`src/rtl/dmem_arb_pkg.sv`:
```
// Shared encodings for the data-memory arbiter: FSM states and transaction owner.
package dmem_arb_pkg;

    localparam logic [1:0] ST_IDLE  = 2'd0;
    localparam logic [1:0] ST_ISSUE = 2'd1;
    localparam logic [1:0] ST_WAIT  = 2'd2;
    localparam logic [1:0] ST_RESP  = 2'd3;

    localparam logic OWNER_CPU = 1'b0;
    localparam logic OWNER_EXT = 1'b1;

endpackage

```
`src/rtl/dmem_arb_select.sv`:
```
// Grant decision: CPU wins ties unless it has starved the external port for STARVE_MAX grants.
module dmem_arb_select
    import dmem_arb_pkg::*;
#(
    parameter int STARVE_MAX = 4,
    parameter int STREAK_W   = $clog2(STARVE_MAX + 1)
) (
    input  logic                cpu_req,
    input  logic                ext_req,
    input  logic [STREAK_W-1:0] cpu_streak,
    output logic                grant_valid,
    output logic                grant_owner
);

    logic starved;

    always_comb begin
        starved     = (cpu_streak >= STREAK_W'(STARVE_MAX));
        grant_valid = cpu_req | ext_req;
        grant_owner = OWNER_CPU;
        if (ext_req && (!cpu_req || starved)) begin
            grant_owner = OWNER_EXT;
        end
    end

endmodule

```
`src/rtl/dmem_arbiter.sv`:
```
// Shares a fixed-latency single-port data memory between the MEM stage and an external port.
module dmem_arbiter
    import dmem_arb_pkg::*;
#(
    parameter int ADDR_W     = 32,
    parameter int DATA_W     = 32,
    parameter int MEM_LAT    = 2,
    parameter int STARVE_MAX = 4
) (
    input  logic              i_clk,
    input  logic              i_rst,
    input  logic              i_cpu_req,
    input  logic              i_cpu_we,
    input  logic [ADDR_W-1:0] i_cpu_addr,
    input  logic [DATA_W-1:0] i_cpu_wdata,
    output logic [DATA_W-1:0] o_cpu_rdata,
    output logic              o_cpu_stall,
    input  logic              i_ext_req,
    input  logic              i_ext_we,
    input  logic [ADDR_W-1:0] i_ext_addr,
    input  logic [DATA_W-1:0] i_ext_wdata,
    output logic              o_ext_ack,
    output logic [DATA_W-1:0] o_ext_rdata,
    output logic              o_mem_en,
    output logic              o_mem_we,
    output logic [ADDR_W-1:0] o_mem_addr,
    output logic [DATA_W-1:0] o_mem_wdata,
    input  logic [DATA_W-1:0] i_mem_rdata
);

    localparam int STREAK_W = $clog2(STARVE_MAX + 1);
    localparam int CNT_W    = $clog2(MEM_LAT + 1);

    logic [1:0]          state;
    logic                owner;
    logic                we_lat;
    logic [CNT_W-1:0]    count;
    logic [STREAK_W-1:0] cpu_streak;
    logic                grant_valid;
    logic                grant_owner;

    dmem_arb_select #(
        .STARVE_MAX (STARVE_MAX),
        .STREAK_W   (STREAK_W)
    ) u_select (
        .cpu_req     (i_cpu_req),
        .ext_req     (i_ext_req),
        .cpu_streak  (cpu_streak),
        .grant_valid (grant_valid),
        .grant_owner (grant_owner)
    );

    // The stall drops in the CPU's own RESP cycle so the pipeline advances exactly once.
    assign o_cpu_stall = !i_rst && i_cpu_req && !(state == ST_RESP && owner == OWNER_CPU);

    always_ff @(posedge i_clk) begin
        if (i_rst) begin
            state       <= ST_IDLE;
            owner       <= OWNER_CPU;
            we_lat      <= 1'b0;
            count       <= '0;
            cpu_streak  <= '0;
            o_mem_en    <= 1'b0;
            o_mem_we    <= 1'b0;
            o_mem_addr  <= '0;
            o_mem_wdata <= '0;
            o_cpu_rdata <= '0;
            o_ext_rdata <= '0;
            o_ext_ack   <= 1'b0;
        end else begin
            o_mem_en  <= 1'b0;
            o_mem_we  <= 1'b0;
            o_ext_ack <= 1'b0;
            case (state)
                ST_IDLE: begin
                    if (grant_valid) begin
                        owner    <= grant_owner;
                        o_mem_en <= 1'b1;
                        state    <= ST_ISSUE;
                        if (grant_owner == OWNER_EXT) begin
                            we_lat      <= i_ext_we;
                            o_mem_we    <= i_ext_we;
                            o_mem_addr  <= i_ext_addr;
                            o_mem_wdata <= i_ext_wdata;
                            cpu_streak  <= '0;
                        end else begin
                            we_lat      <= i_cpu_we;
                            o_mem_we    <= i_cpu_we;
                            o_mem_addr  <= i_cpu_addr;
                            o_mem_wdata <= i_cpu_wdata;
                            if (!i_ext_req) begin
                                cpu_streak <= '0;
                            end else if (cpu_streak < STREAK_W'(STARVE_MAX)) begin
                                cpu_streak <= cpu_streak + 1'b1;
                            end
                        end
                    end
                end
                ST_ISSUE: begin
                    if (we_lat) begin
                        state     <= ST_RESP;
                        o_ext_ack <= (owner == OWNER_EXT);
                    end else begin
                        state <= ST_WAIT;
                        count <= CNT_W'(MEM_LAT);
                    end
                end
                ST_WAIT: begin
                    count <= count - 1'b1;
                    if (count == CNT_W'(1)) begin
                        state     <= ST_RESP;
                        o_ext_ack <= (owner == OWNER_EXT);
                        if (owner == OWNER_EXT) begin
                            o_ext_rdata <= i_mem_rdata;
                        end else begin
                            o_cpu_rdata <= i_mem_rdata;
                        end
                    end
                end
                default: begin
                    state <= ST_IDLE;
                end
            endcase
        end
    end

endmodule

```
`config.mk`:
```
export PLATFORM = sky130hd
export DESIGN_NAME = dmem_arbiter
export DESIGN_NICKNAME = d
export VERILOG_FILES = /design/src/rtl/dmem_arb_pkg.sv /design/src/rtl/dmem_arb_select.sv /design/src/rtl/dmem_arbiter.sv
export SDC_FILE = /design/constraint.sdc
export NUM_CORES = 1
export LEC_CHECK = 0
export ABC_AREA = 1
export CELL_PAD_IN_SITES_DETAIL_PLACEMENT = 0
export CELL_PAD_IN_SITES_GLOBAL_PLACEMENT = 1
export CORE_ASPECT_RATIO = 0.8
export CORE_MARGIN = 2
export CORE_UTILIZATION = 28
export CTS_CLUSTER_SIZE = 24
export DETAILED_ROUTE_END_ITERATION = 8
export PLACE_DENSITY_LB_ADDON = 0.08
export SLEW_MARGIN = 30
export SYNTH_ARGS = -nofsm -noshare
export SYNTH_HDL_FRONTEND = slang
export SYNTH_SLANG_ARGS = --single-unit
```
`constraint.sdc`:
```
create_clock -name i_clk -period 1.65 [get_ports i_clk]
set_input_delay 0.4125 -clock i_clk [delete_from_list [all_inputs] [get_ports i_clk]]
set_output_delay 0.4125 -clock i_clk [all_outputs]
set_load 0.02 [all_outputs]
```
==> impl_metrics.ini <==
[clock_network]
clk_pin_slew_ps = 60
root_buffer = clkbuf_16
worst_skew_pair.late_latency_ps = 430
cts_max_path_buffers = 2
clock_tree.htree_level_count = 4
tritoncts.num_buffers = 17
tritoncts = done
cts_sinks = 140
number_of_buffers_inserted_for_hold_repair_after_clock_tree_synthesis = 0

[route]
detailed_routing_iterations_pass_1 = 5
detail_route.wl_per_cell_um = 15.0
final_antenna_net_count = 0
route.detailed.drc = 0
finalWirelength_mm = 21.8
initialDrtViolationCount = 363
avgViaCountPerCell = 4.43
dr_total_vias = 6444

[floorplanning]
fp.dieW_um = 171
floorplan.core_area_um2 = 21700
die_h_um = 137
design.die.area_um2 = 23400
start_util_pct = 28.7
pin_count = 298
fp-row-count = 48

[pwr]
vdd_drop_max_v = 0.000573
post_layout_power_w = 0.0134
total_leakage_power_nw = 4.86
power_density_over_cell_area_nw_per_um2 = 1310

[timing]
timing.final.ws_setup_ps = 29.5
final.period_utilization_pct = 98.2
max_freq_mhz = 617
fin_worst_skew_ps = 11.4
finalHoldViolCount = 0
timing.setup.tns_ps = 0
slew-limit-headroom_pct = 73.9
setup_viol_count_final = 0
worst_slew_pin_slew_ps = 392
final-max-slew-violation-count = 0
layout_min_cycle_time_ps = 1620
rsz0062_at_grt = yes
hold_slack_ps = 436

[placement]
place.port_buffers = 297
post-dp-hpwl_mm = 15.2
pre_cts_slack_ps = -456
last_weighted_congestion_value_of_the_routability_driven_placer = 0.767

[logic_synthesis]
synthesis.area_um2 = 6210
post_synth_xor_area_fraction_pct = 0
post_synthesis_cells = 847
ys_ff_latch = 140
synth_fa_ha_area_share_pct = 1.21
synth-edff-count = 0
synth_area_per_cell_um2 = 7.34
synth_compound_gate_area_share_pct = 20.9
top_cells_by_instance_count_after_synthesis = 140 x dfxtp_1, 131 x nand2_1, 103 x nor2_1, 101 x o21ai_0, 88 x nand3_1
syn-num-nets = 1019
most_frequent_cell_after_synthesis = dfxtp_1
dominant_combinational_cell_family_by_area_after_synthesis = simple AND/OR/NAND/NOR gates
synth-main-ff-cell = dfxtp_1
synth-seq-area-share_pct = 45.1
ys_async_sr_fraction_pct = 0
share_of_cell_area_taken_by_muxes_after_synthesis_pct = 0
synth-simple-area-share_pct = 23.2
synthDistinctLibCells = 23
synthesis_warning_total = 0
synth.top_cell.area_share_pct = 45.1
netlist_top_cells_area = dfxtp_1 45%, o21ai_0 8.1%, nand2_1 7.9%, nand3_1 7.1%, nor2_1 6.2%
synth_area_leader_cell = dfxtp_1

[cells_and_area]
multi_input_comb_area_um2 = 2840
nNetsFinal = 1312
area.growth.synth_to_final_pct = 63.5
layout-drive-gt1-share_pct = 8.15
fillers = 2225
diodes = 0
reg_area_um2 = 2800

[worst_setup_path]
cp_cell_sequence = clkdlybuf4s50_1, clkinv_2, nand2_1, a21oi_2, buf_6
critPathCaptureType = output pin
timing.critical_path.from_type = input pin
critical_path.n_buffers_inverters = 3
timing_worst_setup_path_type = in -> out
timing.critical_path.arrival_ps = 1210
crit_path_max_incr_delay_ps = 430
cp_data_required_time_ps = 1240
critical_path_peak_fanout = 2
crit_path_max_delay_cell_type = clkdlybuf4s50_1
cp_top_family = buffers and inverters

[global_route]
grt_pass1_wl_mm = 32.8
initial_antenna_violation_count = 0
grt_max_degree = 90
grt_remaining_overflow = 0
grt_pass1_vias = 6049
gr-usage-all-layers_pct = 18.0

[min_path]
timing.hold.worst.class = in -> reg

[run]
timing.max_cap.violations = 0

[status]
run_status = completed
[placed cells by master (no fill, tap or decap), types with 20 or more instances in the layout]
cell | Yosys | layout
clkdlybuf4s50_1 | 0 | 163
dfxtp_1 | 140 | 139
nand2_1 | 131 | 131
dlygate4sd2_1 | 0 | 131
nor2_1 | 103 | 103
o21ai_0 | 101 | 91
nand3_1 | 88 | 88
a21oi_1 | 64 | 63
inv_1 | 60 | 57
o21ai_1 | 30 | 40
buf_4 | 4 | 26
a21boi_0 | 22 | 22
a21boi_1 | 20 | 20
[power breakdown]
part           switching [W]  total (W)  internal (W)
Clock                0.00167    0.00369       0.00202
Combinational        0.00297    0.00519       0.00222
Sequential          0.000332    0.00448       0.00415
[metrics by stage]
step	util, %	instances	instance area, um^2
finish	46.9	1453	10200
global route	46.9	1453	10200
CTS	46.4	1450	10100
detailed placement	44.3	1414	9600
global placement	44.3	1414	9600
floorplan	-	847	6220
[area by class of cell]
class / count / area share [%]
Tap cell: 300 / 3.69
Timing Repair Buffer: 340 / 32.9
Multi-Input combinational cell: 579 / 27.9
Inverter: 62 / 2.30
Clock buffer: 18 / 4.32
Clock inverter: 14 / 1.22
Sequential cell: 140 / 27.6
[sequential cells by signal, summed over array words and instances, names as in the netlist]
signal       count
owner            1
o_mem_addr      32
cpu_streak       3
we_lat           1
o_ext_rdata     32
o_ext_ack        1
o_mem_we         1
state            2
o_mem_wdata     32
o_cpu_rdata     32
o_mem_en         1
count            2
[routing by layer]
layer | track usage (%) | vias to the layer above | part of all wire, %
met5 | 0 | - | 0
met4 | 6.08 | 0 | 1.7
met3 | 6.00 | 26 | 8.0
met2 | 27.9 | 179 | 43
met1 | 23.7 | 2866 | 47
li1 | - | 3373 | -
[cells by family after synthesis]
family / Yosys count
buffers and inverters: 128
AO/OA/AOI/OAI: 238
adder cells (fa/ha/maj): 6
flip-flops: 140
AND/OR/NAND/NOR: 335
[worst paths after layout]
check / from / endpoint / slack (ps) / cells after the start
worst max-delay path: i_rst / o_cpu_stall / 30 / 5
worst min-delay path: i_ext_req / cpu_streak[2] / 440 / 5
worst max register to register: state[0] / o_cpu_rdata[21] / 110 / 8
worst min register to register: cpu_streak[2] / cpu_streak[2] / 460 / 2
[worst register-to-register path, cell delays in order (launching register included)]
cell and delay [ps]:
dfxtp_2 320, buf_4 130, inv_2 80, ha_2 210
nand2_4 110, nor2_8 200, buf_12 130, clkbuf_16 170
a21oi_1 80
[what timing repair did]
action                     4_1_cts  5_1_grt
gates cloned                     1        2
buffers inserted                 3        1
resized for setup              139       21
pin swaps                        1        3
setup endpoints to repair      158       96
No activity file was read; power rests on OpenSTA's default activity.
